<file path="config.mk">
export PLATFORM = sky130hd
export DESIGN_NAME = lcd_driver_flat
export DESIGN_NICKNAME = d
export VERILOG_FILES = /design/src/rtl/lcd_pkg.sv /design/src/rtl/lcd_if.sv /design/src/rtl/lcd_nibble_tx.sv /design/src/rtl/lcd_driver.sv /design/src/flat_wrapper.sv
export SDC_FILE = /design/constraint.sdc
export NUM_CORES = 1
export LEC_CHECK = 0
export ABC_AREA = 1
export CAP_MARGIN = 25
export CORE_MARGIN = 2
export CORE_UTILIZATION = 45
export DETAILED_ROUTE_END_ITERATION = 8
export SLEW_MARGIN = 20
export SYNTH_ARGS = -nofsm -noshare
export SYNTH_HDL_FRONTEND = slang
export SYNTH_HIERARCHICAL = 1
export SYNTH_SLANG_ARGS = --single-unit
</file>
<file path="constraint.sdc">
create_clock -name CLK -period 3.62 [get_ports CLK]
set_clock_uncertainty 0.05 [all_clocks]
set_input_delay 0.724 -clock CLK [delete_from_list [all_inputs] [get_ports CLK]]
set_output_delay 0.724 -clock CLK [all_outputs]
set_load 0.01 [all_outputs]
</file>
<file path="src/rtl/lcd_pkg.sv">
// lcd_pkg: shared state types, HD44780 command codes, init ROM and timing constants
package lcd_pkg;
   typedef enum logic [1:0] {S_PWR, S_INIT, S_ADDR, S_DATA} state_t;
   typedef enum logic [1:0] {PH_HI, PH_LO, PH_WAIT} phase_t;
   typedef enum logic [1:0] {N_IDLE, N_SETUP, N_EHIGH, N_GAP} nstate_t;
   localparam logic [7:0] CMD_FUNC  = 8'h28;
   localparam logic [7:0] CMD_DISP  = 8'h0C;
   localparam logic [7:0] CMD_ENTRY = 8'h06;
   localparam logic [7:0] CMD_CLEAR = 8'h01;
   localparam logic [7:0] CMD_DDRAM = 8'h80;
   localparam logic [7:0] ROW1_OFS  = 8'h40;
   localparam logic [7:0] SPACE     = 8'h20;
   localparam int T_PWR_US   = 15000;
   localparam int T_WAKE0_US = 4100;
   localparam int T_WAKE1_US = 100;
   localparam int T_CMD_US   = 40;
   localparam int T_CLEAR_US = 1640;
   function automatic logic [23:0] us_to_load(input int us, input int mhz);
      return 24'(us * mhz - 1);
   endfunction
   // Entries 0..3 are single wake-up nibbles carried in the high half.
   function automatic logic [7:0] init_val(input logic [2:0] idx);
      case (idx)
         3'd0, 3'd1, 3'd2: return 8'h30;
         3'd3: return 8'h20;
         3'd4: return CMD_FUNC;
         3'd5: return CMD_DISP;
         3'd6: return CMD_ENTRY;
         default: return CMD_CLEAR;
      endcase
   endfunction
   function automatic int init_us(input logic [2:0] idx);
      return idx == 3'd0 ? T_WAKE0_US : idx == 3'd1 ? T_WAKE1_US : idx == 3'd7 ? T_CLEAR_US : T_CMD_US;
   endfunction
endpackage

</file>
<file path="src/rtl/lcd_if.sv">
// lcd_if: character write port plus the HD44780 pin bundle
interface lcd_if;
   logic       lcd_we;
   logic       lcd_row;
   logic [3:0] lcd_col;
   logic [7:0] lcd_char;
   logic       lcd_busy;
   logic [3:0] LCD_DB;
   logic       LCD_RS;
   logic       LCD_RW;
   logic       LCD_E;
   modport master (output lcd_we, lcd_row, lcd_col, lcd_char, input lcd_busy, LCD_DB, LCD_RS, LCD_RW, LCD_E);
   modport slave  (input lcd_we, lcd_row, lcd_col, lcd_char, output lcd_busy, LCD_DB, LCD_RS, LCD_RW, LCD_E);
endinterface

</file>
<file path="src/rtl/lcd_nibble_tx.sv">
// lcd_nibble_tx: one 4-bit panel transfer as setup, E pulse and recovery gap
module lcd_nibble_tx
   import lcd_pkg::*;
#(parameter int CLK_MHZ = 50) (
   input  logic       CLK,
   input  logic       RST,
   input  logic       start_i,
   input  logic       rs_i,
   input  logic [3:0] nibble_i,
   output logic [3:0] lcd_db_o,
   output logic       lcd_rs_o,
   output logic       lcd_e_o,
   output logic       done_o
);
   localparam int E_HIGH = CLK_MHZ / 2 > 1 ? CLK_MHZ / 2 : 1;
   nstate_t    st_q, st_d;
   logic [9:0] cnt_q, cnt_d;
   logic [3:0] db_q, db_d;
   logic       rs_q, rs_d;
   always_ff @(posedge CLK or negedge RST)
      if (!RST) begin
         st_q  <= N_IDLE;
         cnt_q <= '0;
         db_q  <= '0;
         rs_q  <= 1'b0;
      end else begin
         st_q  <= st_d;
         cnt_q <= cnt_d;
         db_q  <= db_d;
         rs_q  <= rs_d;
      end
   // DB/RS are only reloaded on start, so they never move while E is high.
   always_comb begin
      st_d  = st_q;
      cnt_d = cnt_q - 10'd1;
      db_d  = db_q;
      rs_d  = rs_q;
      if (start_i) begin
         st_d  = N_SETUP;
         cnt_d = 10'd1;
         db_d  = nibble_i;
         rs_d  = rs_i;
      end else if (cnt_q == '0)
         case (st_q)
            N_SETUP: begin st_d = N_EHIGH; cnt_d = 10'(E_HIGH - 1); end
            N_EHIGH: begin st_d = N_GAP; cnt_d = 10'(CLK_MHZ - 1); end
            default: begin st_d = N_IDLE; cnt_d = '0; end
         endcase
   end
   always_comb begin
      lcd_e_o  = st_q == N_EHIGH;
      done_o   = st_q == N_GAP && cnt_q == '0;
      lcd_db_o = db_q;
      lcd_rs_o = rs_q;
   end
endmodule

</file>
<file path="src/rtl/lcd_driver.sv">
// lcd_driver: 2x16 shadow buffer, HD44780 4-bit power-up init and continuous refresh scan
module lcd_driver
   import lcd_pkg::*;
#(parameter int CLK_MHZ = 50) (
   input logic CLK,
   input logic RST,
   lcd_if.slave bus
);
   state_t      st_q, st_d, nst;
   phase_t      ph_q, ph_d;
   logic [2:0]  idx_q, idx_d, nidx;
   logic        row_q, row_d, nrow;
   logic [3:0]  col_q, col_d, ncol;
   logic [23:0] cnt_q, cnt_d;
   logic        busy_q, busy_d;
   logic [3:0]  lo_q, lo_d;
   logic [7:0]  buf_q [32];
   logic [7:0]  nbyte;
   logic [3:0]  tx_nib;
   logic        expired, done, start, tx_rs, is_byte;
   always_ff @(posedge CLK or negedge RST)
      if (!RST) for (int i = 0; i < 32; i++) buf_q[i] <= SPACE;
      else if (bus.lcd_we) buf_q[{bus.lcd_row, bus.lcd_col}] <= bus.lcd_char;
   always_ff @(posedge CLK or negedge RST)
      if (!RST) begin
         st_q   <= S_PWR;
         ph_q   <= PH_WAIT;
         idx_q  <= '0;
         row_q  <= 1'b0;
         col_q  <= '0;
         cnt_q  <= us_to_load(T_PWR_US, CLK_MHZ);
         busy_q <= 1'b1;
         lo_q   <= '0;
      end else begin
         st_q   <= st_d;
         ph_q   <= ph_d;
         idx_q  <= idx_d;
         row_q  <= row_d;
         col_q  <= col_d;
         cnt_q  <= cnt_d;
         busy_q <= busy_d;
         lo_q   <= lo_d;
      end
   // Successor item, launched (and its buffer byte latched) the cycle the current wait expires.
   always_comb begin
      nst  = st_q;
      nidx = idx_q;
      nrow = row_q;
      ncol = col_q;
      case (st_q)
         S_PWR:  nst = S_INIT;
         S_INIT: begin nst = idx_q == 3'd7 ? S_ADDR : S_INIT; nidx = idx_q + 3'd1; end
         S_ADDR: begin nst = S_DATA; ncol = '0; end
         default: begin
            nst  = col_q == 4'd15 ? S_ADDR : S_DATA;
            nrow = col_q == 4'd15 ? ~row_q : row_q;
            ncol = col_q + 4'd1;
         end
      endcase
      nbyte   = nst == S_INIT ? init_val(nidx) : nst == S_ADDR ? (CMD_DDRAM | (nrow ? ROW1_OFS : 8'h00)) : buf_q[{nrow, ncol}];
      expired = ph_q == PH_WAIT && cnt_q == '0;
      is_byte = st_q != S_INIT || idx_q[2];
   end
   always_comb begin
      st_d   = st_q;
      ph_d   = ph_q;
      idx_d  = idx_q;
      row_d  = row_q;
      col_d  = col_q;
      busy_d = busy_q;
      lo_d   = lo_q;
      cnt_d  = ph_q == PH_WAIT && cnt_q != '0 ? cnt_q - 24'd1 : cnt_q;
      if (expired) begin
         st_d  = nst;
         ph_d  = PH_HI;
         idx_d = nidx;
         row_d = nrow;
         col_d = ncol;
         lo_d  = nbyte[3:0];
         if (st_q == S_INIT && idx_q == 3'd7) busy_d = 1'b0;
      end else if (done && ph_q == PH_HI && is_byte) ph_d = PH_LO;
      else if (done) begin
         ph_d  = PH_WAIT;
         cnt_d = us_to_load(st_q == S_INIT ? init_us(idx_q) : T_CMD_US, CLK_MHZ);
      end
   end
   always_comb begin
      start  = expired || (done && ph_q == PH_HI && is_byte);
      tx_nib = expired ? nbyte[7:4] : lo_q;
      tx_rs  = expired ? nst == S_DATA : st_q == S_DATA;
   end
   lcd_nibble_tx #(.CLK_MHZ(CLK_MHZ)) u_tx (
      .CLK      (CLK),
      .RST      (RST),
      .start_i  (start),
      .rs_i     (tx_rs),
      .nibble_i (tx_nib),
      .lcd_db_o (bus.LCD_DB),
      .lcd_rs_o (bus.LCD_RS),
      .lcd_e_o  (bus.LCD_E),
      .done_o   (done)
   );
   assign bus.lcd_busy = busy_q;
   assign bus.LCD_RW   = 1'b0;
endmodule
</file>
<file path="src/flat_wrapper.sv">
// flat-port wrapper written by rule: the top's interface ports become plain ports
module lcd_driver_flat import lcd_pkg::*;
#(parameter int CLK_MHZ = 50)
  (CLK, RST, bus_lcd_we, bus_lcd_row, bus_lcd_col, bus_lcd_char, bus_lcd_busy, bus_LCD_DB, bus_LCD_RS, bus_LCD_RW, bus_LCD_E);
  lcd_if bus_i ();
  input logic CLK;
  input logic RST;
  input wire logic [$bits(bus_i.lcd_we)-1:0] bus_lcd_we;
  input wire logic [$bits(bus_i.lcd_row)-1:0] bus_lcd_row;
  input wire logic [$bits(bus_i.lcd_col)-1:0] bus_lcd_col;
  input wire logic [$bits(bus_i.lcd_char)-1:0] bus_lcd_char;
  output wire logic [$bits(bus_i.lcd_busy)-1:0] bus_lcd_busy;
  output wire logic [$bits(bus_i.LCD_DB)-1:0] bus_LCD_DB;
  output wire logic [$bits(bus_i.LCD_RS)-1:0] bus_LCD_RS;
  output wire logic [$bits(bus_i.LCD_RW)-1:0] bus_LCD_RW;
  output wire logic [$bits(bus_i.LCD_E)-1:0] bus_LCD_E;
  assign bus_i.lcd_we = bus_lcd_we;
  assign bus_i.lcd_row = bus_lcd_row;
  assign bus_i.lcd_col = bus_lcd_col;
  assign bus_i.lcd_char = bus_lcd_char;
  assign bus_lcd_busy = bus_i.lcd_busy;
  assign bus_LCD_DB = bus_i.LCD_DB;
  assign bus_LCD_RS = bus_i.LCD_RS;
  assign bus_LCD_RW = bus_i.LCD_RW;
  assign bus_LCD_E = bus_i.LCD_E;
  lcd_driver #(.CLK_MHZ(CLK_MHZ)) u_core (.CLK(CLK), .RST(RST), .bus(bus_i));
endmodule
</file>
# Word level (Yosys, flattened, before mapping)
# Index checks and enable logic that the tools add are counted.
[totals] out_inout_bits=8 wordCells=134 input_bits=16 register_bits=314
[classes] bitwise_logic=3 magnitude_cmp=3 muxes=36 n_eq_ne=20 n_reduce_logical=22 mul=1 addsub=5
[ops] op="256-bit bitwise mux" n=1
[ops] op="24-bit two-way mux" n=4
[ops] op="32-bit two-way mux" n=3
[ops] op="8-bit binary-select mux with 5-bit select" n=1
[ops] op="8-bit demux with 5-bit select" n=1
[ops] op="8-bit two-way mux" n=5
[ops] op="32-bit by 6-bit multiplier with 23-bit output (second input constant)" n=1
[ops] op="6-bit case mux with 5 select lines" n=1
[ops] op="24-bit logical NOT" n=1
[ops] op="24-bit nonzero test" n=1
[ops] op="24-bit by 1-bit subtractor with 24-bit output (second input constant)" n=1
[ops] op="24-bit by 2-bit subtractor with 24-bit output (second input constant)" n=1
[ops] op="10-bit two-way mux" n=2
[ops] op="2-bit == test (second input constant)" n=7
[ops] op="3-bit == test (second input constant)" n=4
[ops] op="6-bit greater-or-equal comparator (second input constant)" n=2
[ops] op="2-bit two-way mux" n=6
[ops] op="5-bit inverter with 6-bit output" n=2
[ops] op="6-bit case mux with 2 select lines" n=1
[ops] op="11-bit two-way mux" n=1
[ops] op="10-bit logical NOT" n=1
[ops] op="10-bit by 1-bit subtractor with 10-bit output (second input constant)" n=1
[ops] op="4-bit case mux with 2 select lines" n=1
[ops] op="1-bit logical AND" n=7
[ops] op="other kinds (23)" n=34

# Longest topological paths before layout
[logic_depth] word_depth=10 depth_mapped=20 ltp_nobuf=20

# Hierarchy
# Netlist, hierarchy kept.
[by_module_without_submodules] module="lcd_driver" seq_area_each_um2=7490.9 cells_per_inst=1947 instances=1 area_per_inst_um2=15125.8
[by_module_without_submodules] module="lcd_nibble_tx" seq_area_each_um2=425.4 cells_per_inst=127 instances=1 area_per_inst_um2=950.9

# Least setup slack after synthesis
# OpenSTA, ideal clock, no wires.
[synth_path] path_type="register to register" start="reg u_core.st_q[1]" end="reg u_core.cnt_q[20]" arrival_time_ps=2702 synth_period_minus_slack_ps=2822 path_buffers=2 stages_incl_launch_ff=18 setup_slack_ps=798 setup_ps=70 required_ps=3500 cell_sequence="dfrtp_1 > buf_6 > inv_2 > nand2_1 > buf_4 > nor2_1 > inv_1 > fa_1 > ha_1 > nand2_1 > inv_1 > nand2_1 > nand2_1 > nand2_1 > nand2_1 > nor2_2 > nand4_1 > nand2_1"
[synth_between] elab_chain_cells=7 elab_cells_between_ends=10 classes_between="add/sub: 1; mul: 1; eq/ne: 2; mux: 4; reduce/logical: 2"
[synth_lines] item="from (decl)" line="lcd_driver.sv:9" text="state_t st_q, st_d, nst;"
[synth_lines] item="from (signal assigned)" line="lcd_driver.sv:35" text="st_q <= st_d;"
[synth_lines] item="2-bit by 1-bit == test with 1-bit output" line="lcd_driver.sv:84" text="cnt_d = us_to_load(st_q == S_INIT ? init_us(idx_q) : T_CMD_US, CLK_MHZ);"
[synth_lines] item="32-bit two-way mux" line="lcd_driver.sv:84"
[synth_lines] item="32-bit by 6-bit multiplier with 23-bit output" line="lcd_pkg.sv:19" text="return 24'(us * mhz - 1);"
[synth_lines] item="24-bit by 2-bit subtractor with 24-bit output" line="lcd_pkg.sv:19"
[synth_lines] item="24-bit two-way mux" line="lcd_driver.sv:82" text="else if (done) begin"
[synth_lines] item="24-bit two-way mux *" line="lcd_driver.sv:81" text="end else if (done && ph_q == PH_HI && is_byte) ph_d = PH_LO;"
[synth_lines] item="24-bit two-way mux *" line="lcd_driver.sv:73" text="if (expired) begin"
[synth_lines] item="named net u_core.cnt_d[20]" line="lcd_driver.sv:14" text="logic [23:0] cnt_q, cnt_d;"
[synth_lines] item="to (signal assigned)" line="lcd_driver.sv:31" text="cnt_q <= us_to_load(T_PWR_US, CLK_MHZ);"
[synth_lines] item="to (signal assigned)" line="lcd_driver.sv:40" text="cnt_q <= cnt_d;"
[synth_lines] item="to (decl)" line="lcd_driver.sv:14"
# The timed path passes the listed nets; every way through them passes the cells marked *.
# A chain may end at the register's enable or synchronous reset.

# Worst setup path after layout
[layout_path] start="reg u_core.idx_q[0]" end="reg u_core.cnt_q[19]"
[layout_between] elab_chain_cells=10 elab_cells_between_ends=12 classes_between="add/sub: 1; mul: 1; eq/ne: 2; mux: 7; reduce/logical: 1"
[layout_lines] item="from (decl)" line="lcd_driver.sv:11" text="logic [2:0] idx_q, idx_d, nidx;"
[layout_lines] item="from (signal assigned)" line="lcd_driver.sv:37" text="idx_q <= idx_d;"
[layout_lines] item="3-bit == test" line="lcd_pkg.sv:33" text="return idx == 3'd0 ? T_WAKE0_US : idx == 3'd1 ? T_WAKE1_US : idx == 3'd7 ? T_CLEAR_US : T_CMD_US;"
[layout_lines] item="11-bit two-way mux" line="lcd_pkg.sv:33"
[layout_lines] item="32-bit two-way mux" line="lcd_pkg.sv:33"
[layout_lines] item="32-bit two-way mux *" line="lcd_pkg.sv:33"
[layout_lines] item="32-bit two-way mux *" line="lcd_driver.sv:84"
[layout_lines] item="32-bit by 6-bit multiplier with 23-bit output *" line="lcd_pkg.sv:19"
[layout_lines] item="24-bit by 2-bit subtractor with 24-bit output *" line="lcd_pkg.sv:19"
[layout_lines] item="24-bit two-way mux *" line="lcd_driver.sv:82"
[layout_lines] item="24-bit two-way mux *" line="lcd_driver.sv:81"
[layout_lines] item="24-bit two-way mux *" line="lcd_driver.sv:73"
[layout_lines] item="named net u_core.cnt_d[19]" line="lcd_driver.sv:14"
# Marks and branches as above.

==> metrics.md <==
| Metric | Value |
|---|---|
| Largest family of logic cells by synthesized area | `simple AND/OR/NAND/NOR gates` |
| Setup TNS | `0 ns` |
| DP Area | `16900 µm²` |
| Mapped Avg Cell Area | `7.75 µm²` |
| Arr. time, crit path | `3.58 ns` |
| Fin. Hold Viols | `0` |
| Synth Area in Adders | `2.04%` |
| Max-cap violations | `0` |
| XOR/XNOR Fraction of Synth Area | `1.08%` |
| Outcome | `finished clean` |
| Highest routed layer | `met4` |
| CTS tree | `done` |
| Unrepaired setup endpoints after global routing | `no` |
| Initial drt markers | `1308` |
| Clock sink count | `between 300 and 400` |
| Largest stage delay, worst path | `0.48 ns` |
| WHS | `0.180 ns` |
| Startpoint types | `register` |
| Final worst-path cycle share | `87.1%` |
| Slowest CP cell | `fa_1` |
| Seq pwr share | `47.3%` |
| Routability Congestion | `0.922` |
| Final instance area | `18100 µm²` |
| Routed Wire Length | `between 40000 and 50000 µm` |
| Critical Path RT | `4.05 ns` |
| CTS root buffer | `clkbuf_16` |
| Crit path capture type | `register` |
| Die width | `roughly 190 µm` |
| Metal3 WL | `around 2500 µm` |
| Psw | `roughly 0.0024 W` |
| Row count | `69` |
| Register bit total from synthesis | `between 300 and 400` |
| Fraction of layout cells with a size suffix above 1 | `10.0%` |
| Number of buffers created by CTS | `37` |
| Via Count | `13.8k` |
| Post-DR wirelength/cell | `17.4 µm` |
| Most Frequent Cell on Critical Path | `nand2_1` |
| Worst vdd ir | `0.446 mV` |
| Post-synth ARST share | `100%` |
| Pre-CTS WS | `~0.38 ns` |
| Yosys cell types | `45` |
| Area fraction in compound gates after synthesis | `slightly above 10%` |
| Met2 WL post-DR | `20300 µm` |
| Mux contribution to synthesized area | `0%` |
| Yosys warns | `6` |
| Int Pwr | `0.00694 W` |
| Post-Syn Area | `around 16000 µm²` |
| Starting Density | `45.4%` |
| Post-synth EDFFs | `0` |
| Area delta synth->final | `12.9%` |
| Clock Power Share | `41.9%` |
| Count of final max-slew check failures | `0` |
| Final worst setup slack | `approximately 0.47 ns` |
| M1 WL | `20600 µm` |
| Fmax | `0.317 GHz` |
| Detailed-route DRC error count | `0` |
| ANT nets after route | `0` |
| Largest area contributor in the netlist | `dfrtp_1` |
| Clock slew at reported path FFs | `roughly 0.06 ns` |
| Cell Chain, Critical Path | `inv_1 > ha_1 > nor2_1 > a21oi_1 > nor2_1 > inv_1 > fa_1 > ha_1 > nand2_1 > nor2_1 > nand2_1 > nand2_1 > nand2_1 > nand2_1 > nor2_1 > nand4_1 > nand2_1` |
| Total global routing overflow | `0` |
| Pre-Repair DR Iteration Count | `5` |
| First-pass GRT wire length | `72000 µm` |
| Share of the synthesized area in the top cell type | `between 40% and 50%` |
| PwrDens | `512 nW/µm²` |
| I/O pin cnt | `24` |
| Initial antenna violation count | `0` |
| Full die area | `37300 µm²` |
| ANT cells | `0` |
| GRT Total Usage | `24.7%` |
| Post-synthesis simple-gate area fraction | `30.4%` |
| Clock Tree Buf Depth | `3` |
| Most used DFF post-synth | `dfrtp_1` |
| Final min period | `3.15 ns` |
| # setup viols final | `0` |
| Nets | `2117` |
| CP max FO | `5` |
| Clock insertion delay at the later pin of the skew report | `between 0.5 and 0.6 ns` |
| Core Box Area | `35400 µm²` |
| Number of global-route vias before repair | `13.1k` |
| H-tree levels | `2` |
| WS Path Type | `reg2reg` |
| Post-synthesis sequential area ratio | `49.2%` |
| Syn Inst Count | `2074` |
| Combinational share of power | `10.9%` |
| Post-CTS Resized | `0` |
| Buffer count from post-CTS setup fixing | `0` |
| Via density | `5.40` |
| CTS Hold Buffers Added | `0` |
| Measured slew at the worst slew-check pin | `0.874 ns` |
| Top cells by count, synth | `nand2_1 (599), nand3_1 (342), dfrtp_1 (267)` |
| Ranking of synthesized cells by area | `dfrtp_1 (42%), nand2_1 (14%), nand3_1 (11%)` |
| Most common cell in the synthesized netlist | `nand2_1` |
| Sw frac | `25.3%` |
| Pin count of the biggest net entering global routing | `between 90 and 100` |
| Slew HR | `41.4%` |
| Die height | `193 µm` |
| Hold/Removal Path Class | `in2async` |
| Leak | `8.47 nW` |
| IO buf count | `22` |
| Dpl hpwl | `between 20000 and 30000 µm` |
## registers in the layout, summed over array words and instances, names as in the netlist
register / cells
u_core/buf_q: 256
u_core/cnt_q: 24
u_core/u_tx/cnt_q: 10
u_core/col_q: 4
u_core/lo_q: 4
u_core/u_tx/lcd_db_o: 4
u_core/idx_q: 3
u_core/ph_q: 2
u_core/st_q: 2
u_core/u_tx/st_q: 2
u_core/bus.lcd_busy: 1
u_core/row_q: 1
u_core/u_tx/lcd_rs_o: 1
## per-layer routing
| layer | up-vias | track usage (%) |
|---|---|---|
| li1 | 6786 | - |
| met1 | 6581 | 35.3 |
| met2 | 391 | 39.4 |
| met3 | 84 | 2.97 |
| met4 | 0 | 8.07 |
| met5 | - | 0 |
## kinds of logic after synthesis
kind of cell | after synthesis
AOI/OAI and AO/OA | 325
xor gates and xnor gates | 19
adders and majority gates | 25
buffers and inverters | 264
DFF | 314
other | 1
and+or+nand+nor | 1126
## power groups by stage
stage                     Combinational [W]  Clock, W  Sequential [W]
after CTS                           0.00102   0.00398         0.00439
after global routing                0.00120   0.00412         0.00446
after global placement             0.000982         0         0.00443
after detailed placement            0.00102         0         0.00444
after floorplan                    0.000738         0         0.00438
final                               0.00101   0.00389         0.00439
## metrics by stage
step	instances	utilization, %	total power [W]
after floorplan	2076	-	0.00512
after global placement	2498	47.7	0.00541
after detailed placement	2498	47.7	0.00546
after CTS	2565	51.3	0.00939
after global routing	2565	51.3	0.00979
final	2565	51.3	0.00929
## worst paths after layout
kind	start	to	slack [ns]	depth (start not counted)
min in group CLK	u_core/buf_q[39]	u_core/buf_q[39]	0.42	2
worst max register to register	u_core/idx_q[0]	u_core/cnt_q[19]	0.47	17
max in group asynchronous	RST	u_core/buf_q[205]	2.47	2
worst min-delay path	RST	u_core/cnt_q[4]	0.18	1
worst min register to register	u_core/buf_q[39]	u_core/buf_q[39]	0.42	2
worst max-delay path	u_core/idx_q[0]	u_core/cnt_q[19]	0.47	17
## critical path: cells and delay by family (launching register included)
kind | cells | cell delay (ns)
AND/OR/NAND/NOR | 11 | 1.27
adder cells (fa/ha/maj) | 3 | 1.05
buffers and inverters | 2 | 0.25
AO/OA/AOI/OAI | 1 | 0.07
flip-flops | 1 | 0.39
## layout make-up
cell class / count / area [µm²]
Clock buffer: 60 / 1150
Clock inverter: 7 / 118
Fill cell: 3543 / 17300
Inverter: 142 / 536
Multi-Input combinational cell: 1498 / 7070
Sequential cell: 314 / 7920
Tap cell: 461 / 577
Timing Repair Buffer: 83 / 771
## placed cells by master (no fill, tap or decap), types with 3 or more instances in the layout
master	n
nand2_1	597
nand3_1	342
dfrtp_1	267
o21ai_0	157
inv_1	124
nor2_1	118
o21ai_1	103
buf_4	54
a21oi_1	52
dfstp_2	47
clkbuf_16	39
ha_1	23
clkdlybuf4s50_1	21
inv_2	15
nand3b_1	13
nand4_1	12
xor2_1	12
clkbuf_1	11
nor3_1	11
clkbuf_8	10
nor2_2	9
buf_12	7
xnor2_1	6
nand2_2	5
o211ai_1	5
nor2_4	4
nor3_2	4
bufinv_16	3
nand2_4	3
conb_1	3
No activity file was read; power rests on OpenSTA's default activity.
